--- src/rtl/game_sprite_pkg.sv ---
// Shared constants and helpers for the sprite engine.
// Latency: n/a (package only).
// Backpressure: n/a (package only).
// Contents: ERGB width helper, register-port select codes, write-field bit
// positions, reset values and the per-axis motion helper.
package game_sprite_pkg;

   // Register-port select codes; code 3 is reserved and decodes to nothing.
   localparam logic [1:0] SEL_POS = 2'd0;
   localparam logic [1:0] SEL_VEL = 2'd1;
   localparam logic [1:0] SEL_ROW = 2'd2;

   // Values loaded into the sprite control registers on reset.
   localparam logic RST_ENABLE = 1'b0;
   localparam logic RST_BOUNCE = 1'b0;

   // A pixel is stored as {enable, rgb}.
   function automatic int ergb_width(input int rgb_w);
      return rgb_w + 1;
   endfunction

   // Enable bit sits directly above the packed {y, x} fields.
   function automatic int pos_en_bit(input int x_w, input int y_w);
      return x_w + y_w;
   endfunction

   // Bounce bit sits directly above the packed {dy, dx} fields.
   function automatic int vel_bnc_bit(input int dx_w, input int dy_w);
      return dx_w + dy_w;
   endfunction

   // One axis of per-frame motion. Arithmetic is done at int width, which
   // covers every legal coordinate plus velocity without overflow. flip
   // reports that a bounce edge was hit and the velocity must be negated.
   function automatic int move_axis(input int pos, input int vel, input logic bounce,
                                    input int scr, input int spr, output logic flip);
      int n;
      n    = pos + vel;
      flip = 1'b0;
      if (bounce) begin
         if (n < 0) begin
            n    = 0;
            flip = 1'b1;
         end else if (n > scr - spr) begin
            n    = scr - spr;
            flip = 1'b1;
         end
      end else begin
         if (n < 0) begin
            n = n + scr;
         end else if (n >= scr) begin
            n = n - scr;
         end
      end
      return n;
   endfunction

endpackage

--- src/rtl/game_sprite_unit.sv ---
// One sprite: control registers, bitmap, per-frame motion and stage-1 hit test.
// Latency: 1 cycle from pixel_x/pixel_y to o_opaque/o_rgb.
// Backpressure: none; a new pixel is accepted every cycle.
// Ports: i_clk/i_reset, beam position, i_frame_start, pre-decoded write strobe
// with select/row/data, registered opaque flag and colour for this sprite.
module game_sprite_unit
   import game_sprite_pkg::*;
#(
   parameter int SCREEN_WIDTH  = 640,
   parameter int SCREEN_HEIGHT = 480,
   parameter int SPRITE_WIDTH  = 8,
   parameter int SPRITE_HEIGHT = 8,
   parameter int X_WIDTH       = 10,
   parameter int Y_WIDTH       = 10,
   parameter int DX_WIDTH      = 4,
   parameter int DY_WIDTH      = 4,
   parameter int RGB_WIDTH     = 3,
   parameter int DATA_WIDTH    = 32,
   parameter int ROW_WIDTH     = 3
) (
   input  logic                  i_clk,
   input  logic                  i_reset,
   input  logic                  i_frame_start,
   input  logic [X_WIDTH-1:0]    i_pixel_x,
   input  logic [Y_WIDTH-1:0]    i_pixel_y,
   input  logic                  i_wr_en,
   input  logic [1:0]            i_wr_sel,
   input  logic [ROW_WIDTH-1:0]  i_wr_row,
   input  logic [DATA_WIDTH-1:0] i_wr_data,
   output logic                  o_opaque,
   output logic [RGB_WIDTH-1:0]  o_rgb
);

   localparam int EW     = ergb_width(RGB_WIDTH);
   localparam int CW     = $clog2(SPRITE_WIDTH);
   localparam int EN_BIT = pos_en_bit(X_WIDTH, Y_WIDTH);
   localparam int BN_BIT = vel_bnc_bit(DX_WIDTH, DY_WIDTH);

   logic                       r_en;
   logic                       r_bounce;
   logic [X_WIDTH-1:0]         r_x;
   logic [Y_WIDTH-1:0]         r_y;
   logic signed [DX_WIDTH-1:0] r_dx;
   logic signed [DY_WIDTH-1:0] r_dy;
   logic [DATA_WIDTH-1:0]      r_bmp [SPRITE_HEIGHT];

   logic w_wr_pos, w_wr_vel, w_wr_row, w_move;
   int   w_nx, w_ny;
   logic w_flip_x, w_flip_y;
   logic signed [DX_WIDTH-1:0] w_dx_neg;
   logic signed [DY_WIDTH-1:0] w_dy_neg;

   assign w_wr_pos = i_wr_en && (i_wr_sel == SEL_POS);
   assign w_wr_vel = i_wr_en && (i_wr_sel == SEL_VEL);
   assign w_wr_row = i_wr_en && (i_wr_sel == SEL_ROW);
   assign w_move   = i_frame_start && r_en;

   always_comb begin
      w_nx = move_axis(int'(r_x), int'(r_dx), r_bounce, SCREEN_WIDTH, SPRITE_WIDTH, w_flip_x);
      w_ny = move_axis(int'(r_y), int'(r_dy), r_bounce, SCREEN_HEIGHT, SPRITE_HEIGHT, w_flip_y);
   end

   // Negating the most-negative velocity would overflow; clamp to max positive.
   assign w_dx_neg = (r_dx == {1'b1, {(DX_WIDTH-1){1'b0}}}) ? {1'b0, {(DX_WIDTH-1){1'b1}}} : -r_dx;
   assign w_dy_neg = (r_dy == {1'b1, {(DY_WIDTH-1){1'b0}}}) ? {1'b0, {(DY_WIDTH-1){1'b1}}} : -r_dy;

   // A register write in the frame_start cycle overrides motion for that field.
   always_ff @(posedge i_clk) begin
      if (i_reset) begin
         r_en     <= RST_ENABLE;
         r_bounce <= RST_BOUNCE;
         r_x      <= '0;
         r_y      <= '0;
         r_dx     <= '0;
         r_dy     <= '0;
      end else begin
         if (w_wr_pos) begin
            r_x  <= i_wr_data[X_WIDTH-1:0];
            r_y  <= i_wr_data[X_WIDTH +: Y_WIDTH];
            r_en <= i_wr_data[EN_BIT];
         end else if (w_move) begin
            r_x <= X_WIDTH'(w_nx);
            r_y <= Y_WIDTH'(w_ny);
         end
         if (w_wr_vel) begin
            r_dx     <= i_wr_data[DX_WIDTH-1:0];
            r_dy     <= i_wr_data[DX_WIDTH +: DY_WIDTH];
            r_bounce <= i_wr_data[BN_BIT];
         end else if (w_move) begin
            if (w_flip_x) r_dx <= w_dx_neg;
            if (w_flip_y) r_dy <= w_dy_neg;
         end
      end
   end

   // Bitmap contents survive reset; the enable bit hides stale data.
   always_ff @(posedge i_clk) begin
      if (w_wr_row) r_bmp[i_wr_row] <= i_wr_data;
   end

   // Stage 1 hit test. The extra MSB turns a negative difference into a large
   // unsigned value, so pixels left of/above the sprite never match.
   logic [X_WIDTH:0]      w_ddx;
   logic [Y_WIDTH:0]      w_ddy;
   logic                  w_in;
   logic [CW-1:0]         w_col_inv;
   logic [DATA_WIDTH-1:0] w_row_dat;
   logic [EW-1:0]         w_pix;

   always_comb begin
      w_ddx     = {1'b0, i_pixel_x} - {1'b0, r_x};
      w_ddy     = {1'b0, i_pixel_y} - {1'b0, r_y};
      w_in      = (w_ddx <= (X_WIDTH+1)'(SPRITE_WIDTH-1)) &&
                  (w_ddy <= (Y_WIDTH+1)'(SPRITE_HEIGHT-1));
      // Column 0 is the most significant pixel, i.e. slot SPRITE_WIDTH-1.
      w_col_inv = ~w_ddx[CW-1:0];
      w_row_dat = r_bmp[w_ddy[ROW_WIDTH-1:0]];
      w_pix     = w_row_dat[int'(w_col_inv) * EW +: EW];
   end

   always_ff @(posedge i_clk) begin
      if (i_reset) begin
         o_opaque <= 1'b0;
         o_rgb    <= '0;
      end else begin
         o_opaque <= w_in && r_en && w_pix[EW-1];
         o_rgb    <= w_pix[RGB_WIDTH-1:0];
      end
   end

endmodule

--- src/rtl/game_sprite_engine.sv ---
// Multi-sprite engine: N sprites, fixed-priority pixel mux, frame collision mask.
// Latency: 2 cycles from pixel_x/pixel_y to rgb_en/rgb/hit_index.
// Backpressure: none; streams one pixel per cycle from the VGA timing.
// Ports: clk/reset, beam position and frame_start, register write port,
// winning colour/index, collision mask of the previous frame.
module game_sprite_engine
   import game_sprite_pkg::*;
#(
   parameter int N_SPRITES          = 4,
   parameter int SPRITE_INDEX_WIDTH = 2,
   parameter int SCREEN_WIDTH       = 640,
   parameter int SCREEN_HEIGHT      = 480,
   parameter int SPRITE_WIDTH       = 8,
   parameter int SPRITE_HEIGHT      = 8,
   parameter int X_WIDTH            = 10,
   parameter int Y_WIDTH            = 10,
   parameter int DX_WIDTH           = 4,
   parameter int DY_WIDTH           = 4,
   parameter int RGB_WIDTH          = 3,
   parameter int DATA_WIDTH         = SPRITE_WIDTH * ergb_width(RGB_WIDTH)
) (
   input  logic                             clk,
   input  logic                             reset,
   input  logic [X_WIDTH-1:0]               pixel_x,
   input  logic [Y_WIDTH-1:0]               pixel_y,
   input  logic                             frame_start,
   input  logic                             wr_en,
   input  logic [SPRITE_INDEX_WIDTH-1:0]    wr_sprite,
   input  logic [1:0]                       wr_sel,
   input  logic [$clog2(SPRITE_HEIGHT)-1:0] wr_row,
   input  logic [DATA_WIDTH-1:0]            wr_data,
   output logic                             rgb_en,
   output logic [RGB_WIDTH-1:0]             rgb,
   output logic [SPRITE_INDEX_WIDTH-1:0]    hit_index,
   output logic [N_SPRITES-1:0]             collision_mask
);

   logic [N_SPRITES-1:0] w_opq;
   logic [RGB_WIDTH-1:0] w_rgb_s1 [N_SPRITES];

   for (genvar gi = 0; gi < N_SPRITES; gi++) begin : g_spr
      game_sprite_unit #(
         .SCREEN_WIDTH  (SCREEN_WIDTH),
         .SCREEN_HEIGHT (SCREEN_HEIGHT),
         .SPRITE_WIDTH  (SPRITE_WIDTH),
         .SPRITE_HEIGHT (SPRITE_HEIGHT),
         .X_WIDTH       (X_WIDTH),
         .Y_WIDTH       (Y_WIDTH),
         .DX_WIDTH      (DX_WIDTH),
         .DY_WIDTH      (DY_WIDTH),
         .RGB_WIDTH     (RGB_WIDTH),
         .DATA_WIDTH    (DATA_WIDTH),
         .ROW_WIDTH     ($clog2(SPRITE_HEIGHT))
      ) u_unit (
         .i_clk         (clk),
         .i_reset       (reset),
         .i_frame_start (frame_start),
         .i_pixel_x     (pixel_x),
         .i_pixel_y     (pixel_y),
         .i_wr_en       (wr_en && (wr_sprite == SPRITE_INDEX_WIDTH'(gi))),
         .i_wr_sel      (wr_sel),
         .i_wr_row      (wr_row),
         .i_wr_data     (wr_data),
         .o_opaque      (w_opq[gi]),
         .o_rgb         (w_rgb_s1[gi])
      );
   end

   // Priority: scan high to low so the lowest opaque index is written last.
   logic                          w_any;
   logic [SPRITE_INDEX_WIDTH-1:0] w_idx;
   logic [RGB_WIDTH-1:0]          w_rgb;
   logic [N_SPRITES-1:0]          w_hits;

   always_comb begin
      w_any = 1'b0;
      w_idx = '0;
      w_rgb = '0;
      for (int i = N_SPRITES - 1; i >= 0; i--) begin
         if (w_opq[i]) begin
            w_any = 1'b1;
            w_idx = SPRITE_INDEX_WIDTH'(i);
            w_rgb = w_rgb_s1[i];
         end
      end
      // x & (x-1) is non-zero exactly when two or more bits are set.
      w_hits = (|(w_opq & (w_opq - N_SPRITES'(1)))) ? w_opq : '0;
   end

   logic                          r_rgb_en;
   logic [RGB_WIDTH-1:0]          r_rgb;
   logic [SPRITE_INDEX_WIDTH-1:0] r_hit;
   logic [N_SPRITES-1:0]          r_acc;
   logic [N_SPRITES-1:0]          r_cmask;

   always_ff @(posedge clk) begin
      if (reset) begin
         r_rgb_en <= 1'b0;
         r_rgb    <= '0;
         r_hit    <= '0;
         r_acc    <= '0;
         r_cmask  <= '0;
      end else begin
         r_rgb_en <= w_any;
         r_rgb    <= w_rgb;
         r_hit    <= w_idx;
         // The frame_start cycle's own collisions land in the published mask.
         if (frame_start) begin
            r_cmask <= r_acc | w_hits;
            r_acc   <= '0;
         end else begin
            r_acc <= r_acc | w_hits;
         end
      end
   end

   assign rgb_en         = r_rgb_en;
   assign rgb            = r_rgb;
   assign hit_index      = r_hit;
   assign collision_mask = r_cmask;

endmodule

--- config.mk ---
export PLATFORM = sky130hd
export DESIGN_NAME = game_sprite_engine
export DESIGN_NICKNAME = d
export VERILOG_FILES = /design/src/rtl/game_sprite_pkg.sv /design/src/rtl/game_sprite_unit.sv /design/src/rtl/game_sprite_engine.sv
export SDC_FILE = /design/constraint.sdc
export NUM_CORES = 2
export LEC_CHECK = 0
export ABC_AREA = 1
export CORE_MARGIN = 4
export CORE_UTILIZATION = 54
export DETAILED_ROUTE_END_ITERATION = 12
export HOLD_SLACK_MARGIN = 0.05
export PLACE_DENSITY = 0.8
export SLEW_MARGIN = 10
export SYNTH_ARGS = -nofsm -noshare
export SYNTH_HDL_FRONTEND = slang
export SYNTH_SLANG_ARGS = --single-unit
--- constraint.sdc ---
create_clock -name clk -period 6.31 [get_ports clk]
set_input_delay 1.262 -clock clk [delete_from_list [all_inputs] [get_ports clk]]
set_output_delay 1.262 -clock clk [all_outputs]
set_load 0.02 [all_outputs]
==> results_dict.tcl <==
set metrics [dict create \
    multiInputGateArea_mm2 0.0204 \
    setup_tns_ns 0 \
    regArea_mm2 0.0338 \
    die-area_mm2 0.110 \
    clockRootBuffer "clkbuf_16" \
    num_io_pins 73 \
    final_layout_size_suffix_gt1_share_pct 7.98 \
    htreeDepth 3 \
    die_w_um 332 \
    nets 5880 \
    syn_inst 5571 \
    grt_pass1_vias 41251 \
    grt_pass1_wl_um 240000 \
    run_status "finished clean" \
    syn_area_mm2 0.0567 \
    num_vias 43500 \
    power_uw 16800 \
    routedWlPerCell_um 22.6 \
    fmax_ghz 0.218 \
    worstRegToRegCells 19 \
    finalWirelength_um 160000 \
    initial_core_util_pct 54.6 \
    path_class "primary input to register" \
    cts_resized 0 \
    skew_ns 0.0614 \
    grt_max_degree 129 \
    startpoint_type "primary input" \
    cts_hold_buf 0 \
    pwr_density_cell_mw_per_mm2 268 \
    setup_viol 0 \
    grt.total_usage_pct 27.9 \
    cp_max_fo 63 \
    hold_depth 2 \
    finalCritPeriodShare_pct 72.7 \
    antenna_found_initial 5 \
    syn_nets 5848 \
    p_leak_uw 0.0230 \
    async_reset_ff_share_pct 0 \
    first_pass_iters 6 \
    cp.arrival_ns 5.22 \
    ys_seq_area_share_pct 59.6 \
    die-height_um 332 \
    cts_setup_buffers 0 \
    period_minus_slack_ns 4.59 \
    cts_tree "built" \
    area_growth_pct 10.9 \
    rsz0062_at_grt "no" \
    final_common_cell "edfxtp_1" \
    ys_types 64 \
    drt_iter0_markers 5991 \
    dpl.hpwl_um 96600 \
    hp-class "register to register" \
    ant_nets 0 \
    cts_buffer_depth 3 \
    clk_pin_slew_ns 0.07 \
    postSynth.topFlopCell "edfxtp_1" \
    yosys_warnings 0 \
    overflow 0 \
    worst_pin_slew_ns 1.23 \
    row_count 118 \
    routabilityCongestion 0.950 \
    maxCapViolCount 0 \
    synth_edf_count 1024 \
    viasPerCell 6.14 \
    ys_ff_latch 1174 \
    slew_violations 0 \
    vdd_drop_max_uv 265 \
    hold_viol 0 \
    cts_sinks 1174 \
    synth.avg_cell_area_um2 10.2 \
    end_kind "register" \
    cts_made_buffers 112 \
    crit_required_ns 6.94 \
    fill_cells 8100 \
    slew_headroom_pct 17.5 \
    clkLatencyLatePin_ns 0.72 \
    layout_common_cells "edfxtp_1, nand2_1, nor2_1" \
    drc 0 \
    port-buffer-count 72 \
    coreArea_mm2 0.104 \
]
report_power, final:
group / internal (µW) / leakage, µW / switching [µW]
registers: 8480 / 0.0104 / 28.4
clock network: 3940 / 0.00186 / 2940
logic: 408 / 0.0107 / 1030
total: 12800 / 0.0230 / 3990
flip-flops by register name, summed over array words and instances (netlist names):
signal	cells
rgb	3
g_spr.u_unit.r_y	40
hit_index	2
rgb_en	1
g_spr.u_unit.r_dy	16
r_acc	4
g_spr.u_unit.r_en	4
g_spr.u_unit.r_bounce	4
g_spr.u_unit.r_dx	16
g_spr.u_unit.o_rgb	12
g_spr.u_unit.r_bmp	1024
collision_mask	4
g_spr.u_unit.r_x	40
g_spr.u_unit.o_opaque	4
layer usage:
layer  GRT usage (%)  vias to the layer above  part of all wire (%)
met2            43.2                     2514                    44
met4            13.1                        6                   5.2
met3            5.61                      445                    12
li1                -                    19877                     -
met5               0                        -                 0.026
met1            38.2                    20658                    38
path summary, 6_finish.rpt:
check	slack, ns	from	end
hold / removal	0.47	r_acc[1]	r_acc[1]
setup / recovery	1.72	pixel_y[1]	g_spr[1].u_unit.o_rgb[1]
setup reg to reg	2.78	g_spr[2].u_unit.r_dx[3]	g_spr[2].u_unit.r_x[2]
hold reg to reg	0.47	r_acc[1]	r_acc[1]
area by class of cell:
class | instances | area share, %
Sequential cell | 1174 | 53.7
Multi-Input combinational cell | 3682 | 32.5
Clock buffer | 157 | 5.00
Inverter | 474 | 2.84
Tap cell | 1380 | 2.75
Timing Repair Buffer | 159 | 2.10
Clock inverter | 57 | 1.05
Antenna cell | 3 | 0.0119
kinds of logic (layout without fill, tap and decap cells):
group | count (synthesis) | after routing | synth area share, %
buf+inv | 715 | 847 | 4.94
other cells | 0 | 3 | 0
simple gates | 1946 | 1946 | 14.5
fa+ha+maj | 214 | 214 | 4.94
compound gates | 1420 | 1420 | 14.4
xor+xnor | 102 | 102 | 1.62
flops | 1174 | 1174 | 59.6
cells in the mapped netlist, types with 16 or more instances:
cell      instances  area share, %
a21oi_1         271            2.4
a31oi_1          36           0.40
a32o_1           29           0.51
buf_2            64           0.57
clkbuf_1        159            1.1
dfxtp_1         150            5.3
edfxtp_1       1024             54
fa_1             16           0.57
ha_1            198            4.4
inv_1           450            3.0
nand2_1         749            5.0
nand2_2          38           0.42
nand3_1         263            2.3
nand3_2          19           0.34
nand4_1          40           0.44
nor2_1          755            5.0
nor3_1           26           0.23
o211ai_1         33           0.44
o21ai_0         655            5.8
o221ai_1         50           0.77
o22ai_1         256            2.8
xnor2_1          40           0.62
xor2_1           59           0.91
critical path: stages:
cell,delay [ns]
clkdlybuf4s50_1,0.73
inv_1,0.33
fa_2,0.62
inv_2,0.84
o21ai_0,0.22
o22ai_1,0.19
nor2_1,0.07
o311ai_0,0.64
nand3_1,0.14
a21oi_1,0.15
metrics by stage:
step | cell area, µm² | std cells | worst slack [ns] | utilization [%] | hold slack (ns)
2_1_floorplan | 56700 | 5571 | 2.78 | - | 0.421
3_3_place_gp | 59000 | 6869 | 1.08 | 56.9 | 0.437
3_5_place_dp | 59000 | 6869 | 1.07 | 56.9 | 0.441
4_1_cts | 62800 | 7083 | 1.80 | 60.5 | 0.459
5_1_grt | 62800 | 7083 | 1.58 | 60.5 | 0.488
6_report | 62800 | 7086 | 1.72 | 60.5 | 0.466
Power figures use the tool's default switching activity.
